File: src/rtl/alu_pkg.sv
// Shared arithmetic-unit definitions: divider widths, state encoding and sign helpers.
// Pure declarations; no latency or backpressure of its own.
package alu_pkg;

    localparam int DIV_WIDTH = 8;
    localparam logic [DIV_WIDTH-1:0] DIV_ZERO_QUOT = '1;

    typedef enum logic [1:0] {
        ST_IDLE = 2'd0,
        ST_CALC = 2'd1,
        ST_FIX  = 2'd2
    } div_state_t;

    function automatic logic [DIV_WIDTH-1:0] twos_neg(input logic [DIV_WIDTH-1:0] a);
        return ~a + DIV_WIDTH'(1);
    endfunction

endpackage

File: src/rtl/seq_divider_if.sv
// Divider request/result bundle: start/busy/done handshake plus operands and results.
// Master launches operations; slave (the divider) returns results with a done pulse.
interface seq_divider_if #(
    parameter int WIDTH = alu_pkg::DIV_WIDTH
);
    logic             start;
    logic             signed_op;
    logic [WIDTH-1:0] dividend;
    logic [WIDTH-1:0] divisor;
    logic [WIDTH-1:0] quotient;
    logic [WIDTH-1:0] remainder;
    logic             busy;
    logic             done;
    logic             div_by_zero;
    logic             overflow;

    modport master (
        output start, signed_op, dividend, divisor,
        input  quotient, remainder, busy, done, div_by_zero, overflow
    );

    modport slave (
        input  start, signed_op, dividend, divisor,
        output quotient, remainder, busy, done, div_by_zero, overflow
    );
endinterface

File: src/rtl/div_step.sv
// One combinational restoring-division step on {R,Q} against divisor D.
// Zero latency; no flow control.
module div_step #(
    parameter int WIDTH = 8
) (
    input  logic [WIDTH:0]   r,
    input  logic [WIDTH-1:0] q,
    input  logic [WIDTH-1:0] d,
    output logic [WIDTH:0]   r_next,
    output logic [WIDTH-1:0] q_next
);
    logic [WIDTH+1:0] shifted;
    logic [WIDTH+1:0] trial;

    always_comb begin
        shifted = {r, q[WIDTH-1]};
        trial   = shifted - {2'b00, d};
        if (!trial[WIDTH+1]) begin
            r_next = trial[WIDTH:0];
            q_next = {q[WIDTH-2:0], 1'b1};
        end else begin
            r_next = shifted[WIDTH:0];
            q_next = {q[WIDTH-2:0], 1'b0};
        end
    end
endmodule

File: src/rtl/seq_divider.sv
// Sequential signed/unsigned restoring divider; done WIDTH+1 edges after accept (1 for divide-by-zero).
// start is ignored while busy; results hold until the next operation completes.
module seq_divider
    import alu_pkg::*;
#(
    parameter int WIDTH = DIV_WIDTH
) (
    input  logic         clk,
    input  logic         rst,
    seq_divider_if.slave div
);
    localparam int CW = $clog2(WIDTH + 1);
    localparam logic [WIDTH-1:0] MIN_NEG = {1'b1, {(WIDTH-1){1'b0}}};

    div_state_t       state;
    div_state_t       state_nxt;
    logic [CW-1:0]    count;
    logic [WIDTH:0]   r_reg;
    logic [WIDTH:0]   r_nxt;
    logic [WIDTH-1:0] q_reg;
    logic [WIDTH-1:0] q_nxt;
    logic [WIDTH-1:0] d_reg;
    logic [WIDTH-1:0] dvd_raw;
    logic             sign_q;
    logic             sign_r;
    logic             zero_flag;
    logic             ovf_flag;

    logic [WIDTH-1:0] quot_reg;
    logic [WIDTH-1:0] rem_reg;
    logic             busy_reg;
    logic             done_reg;
    logic             dz_reg;
    logic             ovf_reg;

    logic             neg_a;
    logic             neg_b;
    logic [WIDTH-1:0] abs_a;
    logic [WIDTH-1:0] abs_b;

    div_step #(.WIDTH(WIDTH)) u_step (
        .r      (r_reg),
        .q      (q_reg),
        .d      (d_reg),
        .r_next (r_nxt),
        .q_next (q_nxt)
    );

    always_comb begin
        neg_a = div.signed_op & div.dividend[WIDTH-1];
        neg_b = div.signed_op & div.divisor[WIDTH-1];
        abs_a = neg_a ? twos_neg(div.dividend) : div.dividend;
        abs_b = neg_b ? twos_neg(div.divisor) : div.divisor;
    end

    always_comb begin
        state_nxt = state;
        case (state)
            ST_IDLE: begin
                if (div.start)
                    state_nxt = (div.divisor == '0) ? ST_FIX : ST_CALC;
            end
            ST_CALC: begin
                if (count == CW'(1))
                    state_nxt = ST_FIX;
            end
            ST_FIX:  state_nxt = ST_IDLE;
            default: state_nxt = ST_IDLE;
        endcase
    end

    always_ff @(posedge clk) begin
        if (rst) begin
            state     <= ST_IDLE;
            count     <= '0;
            r_reg     <= '0;
            q_reg     <= '0;
            d_reg     <= '0;
            dvd_raw   <= '0;
            sign_q    <= 1'b0;
            sign_r    <= 1'b0;
            zero_flag <= 1'b0;
            ovf_flag  <= 1'b0;
            quot_reg  <= '0;
            rem_reg   <= '0;
            busy_reg  <= 1'b0;
            done_reg  <= 1'b0;
            dz_reg    <= 1'b0;
            ovf_reg   <= 1'b0;
        end else begin
            state    <= state_nxt;
            done_reg <= 1'b0;
            case (state)
                ST_IDLE: begin
                    if (div.start) begin
                        busy_reg  <= 1'b1;
                        dvd_raw   <= div.dividend;
                        zero_flag <= (div.divisor == '0);
                        ovf_flag  <= div.signed_op && (div.dividend == MIN_NEG) && (div.divisor == '1);
                        r_reg     <= '0;
                        q_reg     <= abs_a;
                        d_reg     <= abs_b;
                        sign_q    <= neg_a ^ neg_b;
                        sign_r    <= neg_a;
                        count     <= CW'(WIDTH);
                    end
                end
                ST_CALC: begin
                    r_reg <= r_nxt;
                    q_reg <= q_nxt;
                    count <= count - CW'(1);
                end
                ST_FIX: begin
                    busy_reg <= 1'b0;
                    done_reg <= 1'b1;
                    if (zero_flag) begin
                        quot_reg <= DIV_ZERO_QUOT;
                        rem_reg  <= dvd_raw;
                        dz_reg   <= 1'b1;
                        ovf_reg  <= 1'b0;
                    end else if (ovf_flag) begin
                        // -MIN / -1 cannot be represented; it wraps back to MIN.
                        quot_reg <= MIN_NEG;
                        rem_reg  <= '0;
                        dz_reg   <= 1'b0;
                        ovf_reg  <= 1'b1;
                    end else begin
                        quot_reg <= sign_q ? twos_neg(q_reg) : q_reg;
                        rem_reg  <= sign_r ? twos_neg(r_reg[WIDTH-1:0]) : r_reg[WIDTH-1:0];
                        dz_reg   <= 1'b0;
                        ovf_reg  <= 1'b0;
                    end
                end
                default: ;
            endcase
        end
    end

    assign div.quotient    = quot_reg;
    assign div.remainder   = rem_reg;
    assign div.busy        = busy_reg;
    assign div.done        = done_reg;
    assign div.div_by_zero = dz_reg;
    assign div.overflow    = ovf_reg;

endmodule

File: src/flat_wrapper.sv
// flat-port wrapper written by rule: the top's interface ports become plain ports
module seq_divider_flat import alu_pkg::*;
#(
    parameter int WIDTH = DIV_WIDTH
)
  (clk, rst, div_start, div_signed_op, div_dividend, div_divisor, div_quotient, div_remainder, div_busy, div_done, div_div_by_zero, div_overflow);
  seq_divider_if #(.WIDTH(WIDTH)) div_i ();
  input  logic clk;
  input  logic rst;
  input wire logic [$bits(div_i.start)-1:0] div_start;
  input wire logic [$bits(div_i.signed_op)-1:0] div_signed_op;
  input wire logic [$bits(div_i.dividend)-1:0] div_dividend;
  input wire logic [$bits(div_i.divisor)-1:0] div_divisor;
  output wire logic [$bits(div_i.quotient)-1:0] div_quotient;
  output wire logic [$bits(div_i.remainder)-1:0] div_remainder;
  output wire logic [$bits(div_i.busy)-1:0] div_busy;
  output wire logic [$bits(div_i.done)-1:0] div_done;
  output wire logic [$bits(div_i.div_by_zero)-1:0] div_div_by_zero;
  output wire logic [$bits(div_i.overflow)-1:0] div_overflow;
  assign div_i.start = div_start;
  assign div_i.signed_op = div_signed_op;
  assign div_i.dividend = div_dividend;
  assign div_i.divisor = div_divisor;
  assign div_quotient = div_i.quotient;
  assign div_remainder = div_i.remainder;
  assign div_busy = div_i.busy;
  assign div_done = div_i.done;
  assign div_div_by_zero = div_i.div_by_zero;
  assign div_overflow = div_i.overflow;
  seq_divider #(.WIDTH(WIDTH)) u_core (.clk(clk), .rst(rst), .div(div_i));
endmodule
File: config.mk
export PLATFORM = sky130hd
export DESIGN_NAME = seq_divider_flat
export DESIGN_NICKNAME = d
export VERILOG_FILES = /design/src/rtl/alu_pkg.sv /design/src/rtl/seq_divider_if.sv /design/src/rtl/div_step.sv /design/src/rtl/seq_divider.sv /design/src/flat_wrapper.sv
export SDC_FILE = /design/constraint.sdc
export NUM_CORES = 1
export LEC_CHECK = 0
export ABC_AREA = 0
export BUFFER_PORTS_ARGS = -buffer_cell sky130_fd_sc_hd__buf_2
export CORE_ASPECT_RATIO = 0.9
export CORE_UTILIZATION = 35
export CTS_CLUSTER_DIAMETER = 100
export DETAILED_ROUTE_END_ITERATION = 7
export GPL_ROUTABILITY_DRIVEN = 0
export HOLD_SLACK_MARGIN = 0.06
export MAX_ROUTING_LAYER = met4
export PLACE_DENSITY = 0.51
export SLEW_MARGIN = 20
export SYNTH_ARGS = -nofsm -noshare
export SYNTH_HDL_FRONTEND = slang
export SYNTH_SLANG_ARGS = --single-unit
File: constraint.sdc
create_clock -name clk -period 2.4 [get_ports clk]
set_clock_uncertainty 0.05 [all_clocks]
set_input_delay 0.72 -clock clk [delete_from_list [all_inputs] [get_ports clk]]
set_output_delay 0.72 -clock clk [all_outputs]
set_load 0.02 [all_outputs]
# Yosys cells after proc, flatten, opt, wreduce, memory -nomap -nowiden

Index checks and enable logic that the tools add are counted.

Output and inout bits: 20
Bits in read-only memories: 0
Bits of input ports: 20
Latch bits: 0
Logic and storage cells: 72
Register bits: 63
Memory bits (writable): 0
Memories: 0

Reduce and logical (&&, ||, !) cells: 10
Bitwise gates (word level): 7
Order comparisons: 0
Equal/unequal tests: 7
Multiplexer cells: 26
Multipliers: 0
Div/mod/pow operators: 0
Shifts and indexed selects: 0
$add $sub $neg: 6

Operators by type and width:

| operator              | count |
|---|---|
| $mux W8               | 9 |
| $add A8 B1 Y8 const B | 4 |
| $not A8 Y8            | 4 |
| $mux W9               | 2 |
| $pmux W9 S2           | 1 |
| $eq A8 B8 Y1 const B  | 2 |
| $pmux W8 S2           | 1 |
| $sub A10 B8 Y10       | 1 |
| $logic_not A8 Y1      | 1 |
| $pmux W4 S2           | 1 |
| $reduce_and A2 Y1     | 4 |
| $mux W1               | 6 |
| $mux W2               | 3 |
| $eq A4 B1 Y1 const B  | 1 |
| $mux W4               | 1 |
| $pmux W2 S2           | 1 |
| $reduce_bool A2 Y1    | 2 |
| $sub A4 B1 Y4 const B | 1 |
| $and A1 B1 Y1         | 2 |
| $eq A2 B1 Y1 const B  | 1 |
| $eq A2 B2 Y1 const B  | 1 |
| $logic_and A1 B1 Y1   | 2 |
| $logic_not A2 Y1      | 1 |
| $ne A2 B1 Y1 const B  | 1 |
| 3 further kinds       | 3 |

# Logic depth before layout (Yosys ltp)

Depth after elaboration: 5
Mapped depth: 10
Depth with buffers taken out: 10

# Hierarchy

From an unflattened synthesis, not the netlist that was laid out.

Cells, all modules: 454
Area, all modules: 3,701.0 um2

Modules (own cells, without submodules):

| module      | cells each | area an instance (um2) | times used | sequential area each (um2) |
|---|---|---|---|---|
| seq_divider | 375        | 3,083.0                | 1          | 1,261.2 |
| div_step    | 79         | 618.1                  | 1          | 0.0 |

# Least setup slack after synthesis

Ideal clock, no wire load.

Path kind: flip-flop to flip-flop
From: reg u_core.q_reg[7]
To: reg u_core.r_reg[8]
Buffers on the path: 0
Setup slack: 0.145 ns
Arrival time: 2.143 ns
Required time: 2.288 ns
Stages on the path, launching flop included: 11
Library setup time: 0.062 ns
Clock period less this slack: 2.255 ns
Path through: dfxtp_1 -> inv_1 -> ha_1 -> inv_1 -> fa_1 -> a21oi_2 -> o21ai_0 -> or4_1 -> a2111oi_0 -> nand2_1 -> nand3_1

Longest elaborated chain between the ends: 3

RTL lines:

| element                | line               | text |
|---|---|---|
| start, declared        | seq_divider.sv:20  | `logic [WIDTH-1:0] q_reg;` |
| start signal, assigned | seq_divider.sv:101 | `q_reg <= abs_a;` |
| start signal, assigned | seq_divider.sv:110 | `q_reg <= q_nxt;` |
| $sub A10 B8 Y10        | div_step.sv:17     | `trial = shifted - {2'b00, d};` |
| $mux W9                | div_step.sv:18     | `if (!trial[WIDTH+1]) begin` |
| $pmux W9 S2            | seq_divider.sv:93  | `case (state)` |
| end signal, assigned   | seq_divider.sv:109 | `r_reg <= r_nxt;` |
| end, declared          | seq_divider.sv:18  | `logic [WIDTH:0] r_reg;` |

No other way between the ends.
A chain may end at the register's enable or synchronous reset.

# Worst setup path in the final report

Ends and elaborated chain as after synthesis.

==> metrics <==
GR Overflow Total=0; dpl hpwl=6.492 mm; Area growth syn-to-layout=21.42%; initial antenna violation count=0; HP Class=register to register; share of cells above drive strength 1=19.79%; crit-path max FO=3; min-delay src=u_core.div.div_by_zero; Avg WL per Cell=14.91 µm; Tightest Pin Transition=0.7411 ns; worst r2r path cells=10; Ant. Diodes=0; Worst-path clk slew=0.08 ns; DRC=0; maximum VDD drop=374.5 µV; Worst Hold Endpoint=u_core.div.div_by_zero; P per Cell Area=802.2 nW/µm²; final worst-path cycle share=97.98%; DR vias/cell=5.185; RSZ-0062 raised after global routing=yes; dpl ws=-0.03463 ns; WHS=0.4117 ns; startpoint types=register; CTS Buffer Depth=2; Post-synth top flop=dfxtp_1; Starting Density=36.87%; die height=96.06 µm; Reg area=1264 µm²; die width=106.5 µm; worst skew pair latency=0.35 ns; minimum clock period=2.351 ns; number of max-cap violations=0; Crit path required time=2.58 ns; Slew Limit Fails=0; post-synthesis sequential area ratio=36.65%; Core Util, Final=44.77%; RR Endpoint=u_core.r_reg[8]; Post-Syn Area=3441 µm²; port bufs=39; row cnt=33; number of fill cells=985; Core ar.=9331 µm²; Async SR Flop Fraction=0%; number of vias in the routed layout=3147; Overall Global Routing Usage=19.26%; number of global-route vias before repair=2988; Final TNS setup=0 ns; WL final=9.050 mm; Lkg Pwr=1.689 nW; multi-input logic area=2062 µm²; final setup margin=0.04859 ns; die area=10230 µm²; Critical R2R Launch=u_core.q_reg[7]; First-pass DRT Iterations=5; Synth Register Bits=63; Ys Warns=0; hold depth=2; Ports=40; critical path capture point type=register; Slew HR=50.52%; syn_area_per_cell=7.983 µm²; status=completed; first-pass GRT wire length=14.75 mm; flop2flop setup slack=0.05 ns; Distinct cells, synth=52; Routed Antenna Nets=0; Initial DRC Count=142; WS Path Type=register to register; Final Net Count=516; Fin. Hold Viols=0; TritonCTS buffer count=9; EDFF count, synth=0; largest net degree at the start of global routing=32; Syn Inst Count=431; CTS tree=done; Design Power=3.351 mW; H-tree Lvls=3; Peak Freq=0.4253 GHz; max reg flops=9; clk root buf=clkbuf_8; clock sink total=63; Post-Syn Nets=467; setup violators final=0; Critical Path AT=2.53 ns
[layout make-up]
class                      count  area share (%)
sequential                    63           30.25
multi-input combinational    321           49.36
clock inverter                 7           2.995
tap                          122           3.654
inverter                      24           2.156
clock buffer                   9           2.965
timing repair buffer          61           8.625
[cells in the mapped netlist (2+ instances only)]
library cell	count	area [µm²]
nor4_1	2	12.51
a211oi_1	3	22.52
a2111oi_0	2	17.52
mux2i_1	7	70.07
a211o_1	2	17.52
o21ai_1	4	20.02
xnor2_1	12	105.1
ha_1	15	187.7
nand4_1	4	25.02
nand3b_1	2	15.01
nor2b_1	3	18.77
nand3_1	15	75.07
nand2b_1	7	43.79
a31oi_1	10	62.56
a21oi_1	27	135.1
a222oi_1	7	70.07
nor2_1	50	187.7
nor3_1	13	65.06
o21ai_0	21	105.1
a311oi_1	6	52.55
nor3b_1	3	22.52
clkbuf_1	22	82.58
or4_1	2	15.01
o311ai_0	2	17.52
inv_1	24	90.09
or3_1	9	56.30
o31ai_1	4	30.03
nand2_1	56	210.2
dfxtp_1	63	1261
xor2_1	12	105.1
[per-layer routing]
layer / routed length [µm] / share of wire [%] / GRT usage, %
met4: 33 / 0.36 / 5.594
met2: 3916 / 43 / 28.84
met5: 0 / 0 / -
met1: 4708 / 52 / 26.46
met3: 391 / 4.3 / 3.588
[timing repair]
| action | in CTS | in global routing |
|---|---|---|
| gates resized for setup | 3 | 11 |
| buffers inserted | 0 | 3 |
| cloned | 0 | 1 |
| endpoints found under the hold margin | 0 | 0 |
| pin swaps | 1 | 8 |
| hold buffers | 0 | 0 |
| endpoints found under the setup margin | 1 | 3 |
[cell usage in the layout (no fill, tap or decap), types with 2 or more instances in the layout]
cell type and instances:
dfxtp_1 61, nand2_1 56, nor2_1 50, buf_2 39, a21oi_1 27, inv_1 22
buf_4 22, o21ai_0 20, nand3_1 15, ha_1 14, nor3_1 13, xnor2_1 12
xor2_1 12, a31oi_1 10, or3_1 9, clkbuf_8 9, nand2b_1 7, mux2i_1 7
a222oi_1 7, a311oi_1 6, o31ai_1 4, nand4_1 4, o21ai_1 4, inv_6 4
nor3b_1 3, nor2b_1 3, a211oi_1 3, bufinv_16 3, inv_2 2, nor4_1 2
nand3b_1 2, a211o_1 2, o311ai_0 2, dfxtp_2 2
[how the worst max path moves through the flow]
| stage | start | endpoint | slack (ns) | cells past startpoint |
|---|---|---|---|---|
| floorplan | u_core.q_reg[7] | u_core.r_reg[8] | 0.15 | 10 |
| global placement | u_core.q_reg[7] | u_core.r_reg[8] | 0.06 | 10 |
| detailed placement | u_core.q_reg[7] | u_core.r_reg[8] | -0.03 | 10 |
| CTS | u_core.q_reg[7] | u_core.r_reg[8] | 0.04 | 10 |
| global route | u_core.q_reg[7] | u_core.r_reg[8] | -0.04 | 10 |
| finish | u_core.q_reg[7] | u_core.r_reg[8] | 0.05 | 10 |
[metrics by stage]
step / instances / area (µm²)
after floorplan: 431 / 3441
final: 607 / 4178
after CTS: 603 / 4096
after global placement: 587 / 3839
after global routing: 607 / 4178
after detailed placement: 587 / 3839
[kinds of logic after synthesis]
group           synth area share (%)
xor+xnor                       6.909
buf+inv                        5.491
flops                          36.65
fa+ha+maj                      6.036
compound gates                 20.18
simple gates                   22.36
mux                            2.364
[where the power goes]
part	switching (mW)	leakage, nW	internal (mW)
clock network	0.471	0.125	0.705
registers	0.0880	0.515	1.12
logic	0.519	1.05	0.446
total	1.08	1.69	2.27
[worst max-delay path: stages, from the launching register on]
cell and delay (ns):
dfxtp_2 0.32, inv_2 0.06, ha_4 0.12, inv_2 0.04, fa_2 0.41, a21oi_4 0.16, o21ai_2 0.08, or4_4 0.56
a21o_1 0.18, a32oi_1 0.16, nand3_1 0.09
Note: power is estimated with default switching activity, not from simulation.
